## src/rtl/seq_mul4_if.sv

```systemverilog
// Operand/result bundle between a requester and the seq_mul4 shift-and-add multiplier.
// The requester owns start and the operands; the multiplier owns busy, done and the product.
interface seq_mul4_if #(
  parameter int W = 4
);
  logic             start_i;
  logic [W-1:0]     x_i;
  logic [W-1:0]     y_i;
  logic             busy_o;
  logic             done_o;
  logic [2*W-1:0]   p_o;

  modport master (
    output start_i, x_i, y_i,
    input  busy_o, done_o, p_o
  );

  modport slave (
    input  start_i, x_i, y_i,
    output busy_o, done_o, p_o
  );
endinterface

```

## src/rtl/seq_mul4.sv

```systemverilog
// Sequential unsigned shift-and-add multiplier: A and Q shift right as one chain,
// one partial-product step per cycle, with a registered 2W-bit product and a done strobe.
module seq_mul4 #(
  parameter int W = 4
) (
  input  logic         clk,
  input  logic         rst_b,
  seq_mul4_if.slave    bus
);

  localparam int CW = $clog2(W + 1);

  typedef enum logic [1:0] {
    ST_IDLE = 2'd0,
    ST_CALC = 2'd1,
    ST_DONE = 2'd2
  } state_t;

  state_t           state_q;
  logic [W-1:0]     m_q;
  logic [W-1:0]     a_q;
  logic [W-1:0]     q_q;
  logic [CW-1:0]    cnt_q;
  logic [2*W-1:0]   p_q;
  logic             busy_q;
  logic             done_q;

  logic [W:0]       sum_d;
  logic [W-1:0]     a_d;
  logic [W-1:0]     q_d;
  logic             last_d;

  // One step: conditional add (carry kept in sum_d[W]) then the joint right shift of A:Q.
  always_comb begin
    sum_d  = {1'b0, a_q} + (q_q[0] ? {1'b0, m_q} : {(W + 1){1'b0}});
    a_d    = sum_d[W:1];
    q_d    = {sum_d[0], q_q[W-1:1]};
    last_d = (cnt_q == CW'(W - 1));
  end

  // Control FSM and datapath registers; busy/done decoded into flops so they never glitch.
  always_ff @(posedge clk or negedge rst_b) begin
    if (!rst_b) begin
      state_q <= ST_IDLE;
      m_q     <= {W{1'b0}};
      a_q     <= {W{1'b0}};
      q_q     <= {W{1'b0}};
      cnt_q   <= {CW{1'b0}};
      p_q     <= {(2 * W){1'b0}};
      busy_q  <= 1'b0;
      done_q  <= 1'b0;
    end else begin
      case (state_q)
        ST_IDLE: begin
          done_q <= 1'b0;
          if (bus.start_i) begin
            m_q     <= bus.x_i;
            q_q     <= bus.y_i;
            a_q     <= {W{1'b0}};
            cnt_q   <= {CW{1'b0}};
            busy_q  <= 1'b1;
            state_q <= ST_CALC;
          end else begin
            busy_q  <= 1'b0;
          end
        end
        ST_CALC: begin
          a_q   <= a_d;
          q_q   <= q_d;
          cnt_q <= cnt_q + CW'(1);
          // p only changes on the final step, so it never exposes a partial product.
          if (last_d) begin
            p_q     <= {a_d, q_d};
            done_q  <= 1'b1;
            state_q <= ST_DONE;
          end else begin
            done_q  <= 1'b0;
          end
        end
        ST_DONE: begin
          done_q  <= 1'b0;
          busy_q  <= 1'b0;
          state_q <= ST_IDLE;
        end
        default: begin
          done_q  <= 1'b0;
          busy_q  <= 1'b0;
          state_q <= ST_IDLE;
        end
      endcase
    end
  end

  assign bus.busy_o = busy_q;
  assign bus.done_o = done_q;
  assign bus.p_o    = p_q;

endmodule

```

## src/flat_wrapper.sv

```systemverilog
// flat-port wrapper written by rule: the top's interface ports become plain ports
module seq_mul4_flat 
#(
  parameter int W = 4
)
  (clk, rst_b, bus_start_i, bus_x_i, bus_y_i, bus_busy_o, bus_done_o, bus_p_o);
  seq_mul4_if #(.W(W)) bus_i ();
  input  logic clk;
  input  logic rst_b;
  input wire logic [$bits(bus_i.start_i)-1:0] bus_start_i;
  input wire logic [$bits(bus_i.x_i)-1:0] bus_x_i;
  input wire logic [$bits(bus_i.y_i)-1:0] bus_y_i;
  output wire logic [$bits(bus_i.busy_o)-1:0] bus_busy_o;
  output wire logic [$bits(bus_i.done_o)-1:0] bus_done_o;
  output wire logic [$bits(bus_i.p_o)-1:0] bus_p_o;
  assign bus_i.start_i = bus_start_i;
  assign bus_i.x_i = bus_x_i;
  assign bus_i.y_i = bus_y_i;
  assign bus_busy_o = bus_i.busy_o;
  assign bus_done_o = bus_i.done_o;
  assign bus_p_o = bus_i.p_o;
  seq_mul4 #(.W(W)) u_core (.clk(clk), .rst_b(rst_b), .bus(bus_i));
endmodule
```

## config.mk

```make
export PLATFORM = sky130hd
export DESIGN_NAME = seq_mul4_flat
export DESIGN_NICKNAME = d
export VERILOG_FILES = /design/src/rtl/seq_mul4_if.sv /design/src/rtl/seq_mul4.sv /design/src/flat_wrapper.sv
export SDC_FILE = /design/constraint.sdc
export NUM_CORES = 1
export LEC_CHECK = 0
export CAP_MARGIN = 5
export CORE_MARGIN = 10
export CORE_UTILIZATION = 45
export DETAILED_ROUTE_END_ITERATION = 8
export GPL_ROUTABILITY_DRIVEN = 0
export PLACE_DENSITY = 0.68
export SLEW_MARGIN = 30
export SYNTH_ARGS = -nofsm -noshare
export SYNTH_HDL_FRONTEND = slang
export SYNTH_SLANG_ARGS = --single-unit
```

## constraint.sdc

```tcl
create_clock -name clk -period 1.85 [get_ports clk]
set_input_delay 0.37 -clock clk [delete_from_list [all_inputs] [get_ports clk]]
set_output_delay 0.37 -clock clk [all_outputs]
set_load 0.02 [all_outputs]
```

; ---- Word level (Yosys, flattened, before mapping)
; Cells that the tools add are included.
[word_totals]
ff_bits = 27
wordCells = 34
[op_classes]
addsub = 2
n_eq_ne = 4
n_mux = 14
n_reduce_logical = 6
[ops]
columns = cell, count
row1 = $pmux W4 S2, 2
row2 = $mux W4, 3
row3 = $reduce_and A2 Y1, 4
row4 = $pmux W3 S2, 1
row5 = $add A4 B5 Y5, 1
row6 = $mux W2, 2
row7 = $pmux W2 S2, 1
row8 = $add A3 B1 Y3 const B, 1
row9 = $eq A3 B2 Y1 const B, 1
row10 = $mux W1, 3
row11 = $mux W3, 1
row12 = $eq A2 B1 Y1 const B, 1
row13 = $logic_not A2 Y1, 1
row14 = $ne A2 B1 Y1 const B, 1
row15 = $ne A2 B2 Y1 const B, 1
row16 = $pmux W1 S2, 1
row17 = $reduce_bool A2 Y1, 1

; ---- Longest topological paths before layout
[depth]
depth_word = 3
depth_mapped = 6

; ---- Least setup slack after synthesis
; No wires, ideal clock.
[synth_path]
path_kind = register to register
startpoint = register u_core.q_q[0]
endpoint = register u_core.a_q[3]
setup_ps = 128
arrival_time_ps = 1495
required_time_ps = 1722
path_slack_ps = 228
stages_incl_launch_ff = 7
n_path_buf = 0
synth_period_minus_slack_ps = 1622
cell_sequence = dfrtp_1 -> and2_1 -> ha_1 -> fa_1 -> a21o_1 -> a21oi_1 -> o21ai_0
[synth_between]
elab_chain_cells = 3
[synth_rtl]
columns = item, line
row1 = "start, declared", seq_mul4.sv:22  ; logic [W-1:0] q_q;
row2 = "start signal, assigned", seq_mul4.sv:47  ; q_q <= {W{1'b0}};
row3 = "start signal, assigned", seq_mul4.sv:58  ; q_q <= bus.y_i;
row4 = "start signal, assigned", seq_mul4.sv:69  ; q_q <= q_d;
row5 = $mux W4, seq_mul4.sv:35  ; sum_d = {1'b0, a_q} + (q_q[0] ? {1'b0, m_q} : {(W + 1){1'b0}});
row6 = $add A4 B5 Y5, seq_mul4.sv:35
row7 = $pmux W4 S2, seq_mul4.sv:53  ; case (state_q)
row8 = "end signal, assigned", seq_mul4.sv:46  ; a_q <= {W{1'b0}};
row9 = "end signal, assigned", seq_mul4.sv:59  ; a_q <= {W{1'b0}};
row10 = "end, declared", seq_mul4.sv:21  ; logic [W-1:0] a_q;
; No other way between the ends.
; A chain may end at the register's enable or synchronous reset.

; ---- Final worst setup path
; Ends and elaborated chain as after synthesis.

==> results.ini <==
[sta]
hold_viol_final=0
tightest_slew_ns=0.475
min_period_ns=1.72
fin_ws_ns=0.130
hold_ws_ns=0.403
final-setup-viol-count=0
maxSlewViolCount=0
rsz0062_at_grt=no
fin_skew_ns=0.0165
slew_headroom_pct=68.3
final.setup.tns_ns=0
fin_crit_sh_pct=93.0
max_clock_freq_mhz=581

[global_routing]
grt_pass1_vias=958
grt_pass1_wl_um=4480
grt_usage_pct=10.5
grt_max_degree=28
grt_overflow=0
antenna_found_initial=0

[clocking]
clk_pin_slew_ns=0.15
cts_tree=done
clock_latency_ns=0.32
cts_buffers=3
h-tree-depth=1
ctsHoldBuffers=0
clock-sinks=27
clockBufferDepth=2
clk_root_buffer_cell=clkbuf_4

[layout]
drive_above_1_share_pct=13.9
area_delta_synth_final_pct=20.3
final_nets=156
antenna_cells=0

[route]
num_vias=883
ant_nets=0
drc=0
drt_iter0_drc=23
wire_per_inst_um=15.4
routed_wl_um=2590
via_per_inst=5.26
drtPass1Iterations=5

[worst_setup_path]
crit_fanout=4
crit_arrival_ns=1.92
critical_path_class=register to register
max_stage_delay_ns=0.43
critPathRequiredTime_ns=2.05
worst_path_max_delay_cell=dfrtp_1
path_cells=and2_1 -> ha_1 -> fa_2 -> a21o_1 -> a21oi_2 -> o21ai_0
endpoint_kind=register
cp-start-kind=register

[synthesis]
syn_area_um2=1280
ys_seq_area_share_pct=52.6
yosys_warnings=0
ys_seq_elements=27
syn_area_per_cell_um2=11.4
syn_nets=131
synth.distinct_cells=25
syn_inst=113

[die]
num_rows=19
fp.dieH_um=73.4
core_area_um2=2730
die_area_um2=5390
start_util_pct=47.0
io_pins=21
die_x_um=73.4

[worst_hold_path]
hold_path.class=input port to async pin

[placed_design]
dp_hpwl_um=1950
io_buffers=20
dp_slack_ns=0.0904

[outcome]
status=completed

[job]
cap_viol_max_count=0

[pwr]
p_per_area_nw_per_um2=1490
leakage_nw=0.745
vdd_drop_max_mv=0.825

## per-stage QoR
stage | cells | total power (W) | instance area (um^2) | utilization, %
global placement | 163 | 0.00201 | 1510 | 55.1
detailed placement | 163 | 0.00207 | 1510 | 55.1
CTS | 167 | 0.00231 | 1530 | 56.0
finish | 168 | 0.00230 | 1550 | 56.5
global route | 168 | 0.00250 | 1550 | 56.5
floorplan | 113 | 0.00171 | 1280 | -
## placed cells by master (no fill, tap or decap)
| master | instances |
|---|---|
| clkbuf_4 | 3 |
| and2b_1 | 3 |
| nand2b_1 | 3 |
| xnor2_1 | 1 |
| buf_4 | 3 |
| a21o_1 | 1 |
| fa_2 | 1 |
| a21oi_1 | 7 |
| clkdlybuf4s50_1 | 20 |
| nand3_1 | 3 |
| nand2_1 | 19 |
| dfrtp_1 | 27 |
| ha_1 | 6 |
| nor2b_4 | 1 |
| and2b_4 | 1 |
| and2b_2 | 1 |
| mux2_2 | 6 |
| and3b_1 | 1 |
| o21bai_2 | 1 |
| nand4_1 | 2 |
| o21ai_0 | 10 |
| inv_1 | 3 |
| a22oi_1 | 3 |
| a22o_1 | 2 |
| nand3b_4 | 1 |
| clkbuf_1 | 1 |
| a211o_1 | 2 |
| a21oi_2 | 1 |
| and2_1 | 4 |
## final cells by class
| cell class | instances | area [um^2] |
|---|---|---|
| timing repair buffer | 23 | 223 |
| sequential | 27 | 676 |
| tap | 31 | 38.8 |
| multi-input combinational | 80 | 571 |
| inverter | 3 | 11.3 |
| clock buffer | 4 | 26.3 |
| fill | 240 | 1190 |
## final timing paths
kind	startpoint	to	slack, ns	cells past startpoint
worst min register to register	u_core.bus.p_o[2]	u_core.bus.p_o[2]	0.49	2
worst min-delay path	rst_b	u_core.bus.p_o[0]	0.40	2
min in group clk	u_core.bus.p_o[2]	u_core.bus.p_o[2]	0.49	2
worst max-delay path	u_core.q_q[0]	u_core.a_q[3]	0.13	6
max in group asynchronous	rst_b	u_core.a_q[3]	1.17	2
worst max register to register	u_core.q_q[0]	u_core.a_q[3]	0.13	6
## state kept, by name (all words and copies together), names as in the netlist
signal	cells
u_core.state_q	2
u_core.cnt_q	3
u_core.bus.busy_o	1
u_core.bus.done_o	1
u_core.m_q	4
u_core.bus.p_o	8
u_core.a_q	4
u_core.q_q	4
## cells in the mapped netlist
cell       n  area share [%]
dfrtp_1   27              53
nand2_1   19             5.6
o21ai_0   10             3.9
a21oi_1    8             3.1
ha_1       6             5.8
mux2_2     6             5.3
and2_1     4             1.9
a22oi_1    3             1.8
and2b_1    3             1.8
buf_6      3             2.6
inv_1      3            0.88
nand2b_1   3             1.5
nand3_1    3             1.2
a211o_1    2             1.4
a22o_1     2             1.4
nand4_1    2            0.97
a21o_1     1            0.58
and2b_2    1            0.68
and2b_4    1            0.78
and3b_1    1            0.68
fa_1       1             1.6
nand3b_4   1             1.6
nor2b_4    1             1.1
o21bai_2   1            0.88
xnor2_1    1            0.68
## power breakdown
group          internal (W)  switching [W]
clock             0.0000843       0.000168
sequential         0.000829       0.000195
combinational      0.000516       0.000507
total               0.00143       0.000870
## what timing repair did
action | in CTS | in global routing
buffers inserted | 0 | 1
gates resized for setup | 0 | 2
endpoints found under the setup margin | 0 | 2
## kinds of logic (layout without fill, tap and decap cells)
family                   count (synthesis)  in the layout  synth area share [%]
AO/OA/AOI/OAI                           27             27                  13.0
XOR/XNOR                                 1              1                 0.682
adder cells (fa/ha/maj)                  7              7                  7.40
buffers and inverters                    6             30                  3.51
flip-flops                              27             27                  52.6
multiplexers                             6              6                  5.26
AND/OR/NAND/NOR                         39             39                  17.6
## worst max-delay path, delay by kind of cell, from the launching register on
family          cells  cell delay (ns)
compound gates      3             0.45
fa+ha+maj           2             0.57
flops               1             0.43
simple gates        1             0.15
## routing by layer
layer | share of wire [%] | vias up | GRT usage [%]
met5 | 0 | - | 0
met4 | 0.66 | 0 | 4.55
met3 | 5.9 | 2 | 2.96
met2 | 50 | 14 | 17.7
met1 | 43 | 426 | 12.0
li1 | - | 441 | -
Power figures use the tool's default switching activity.
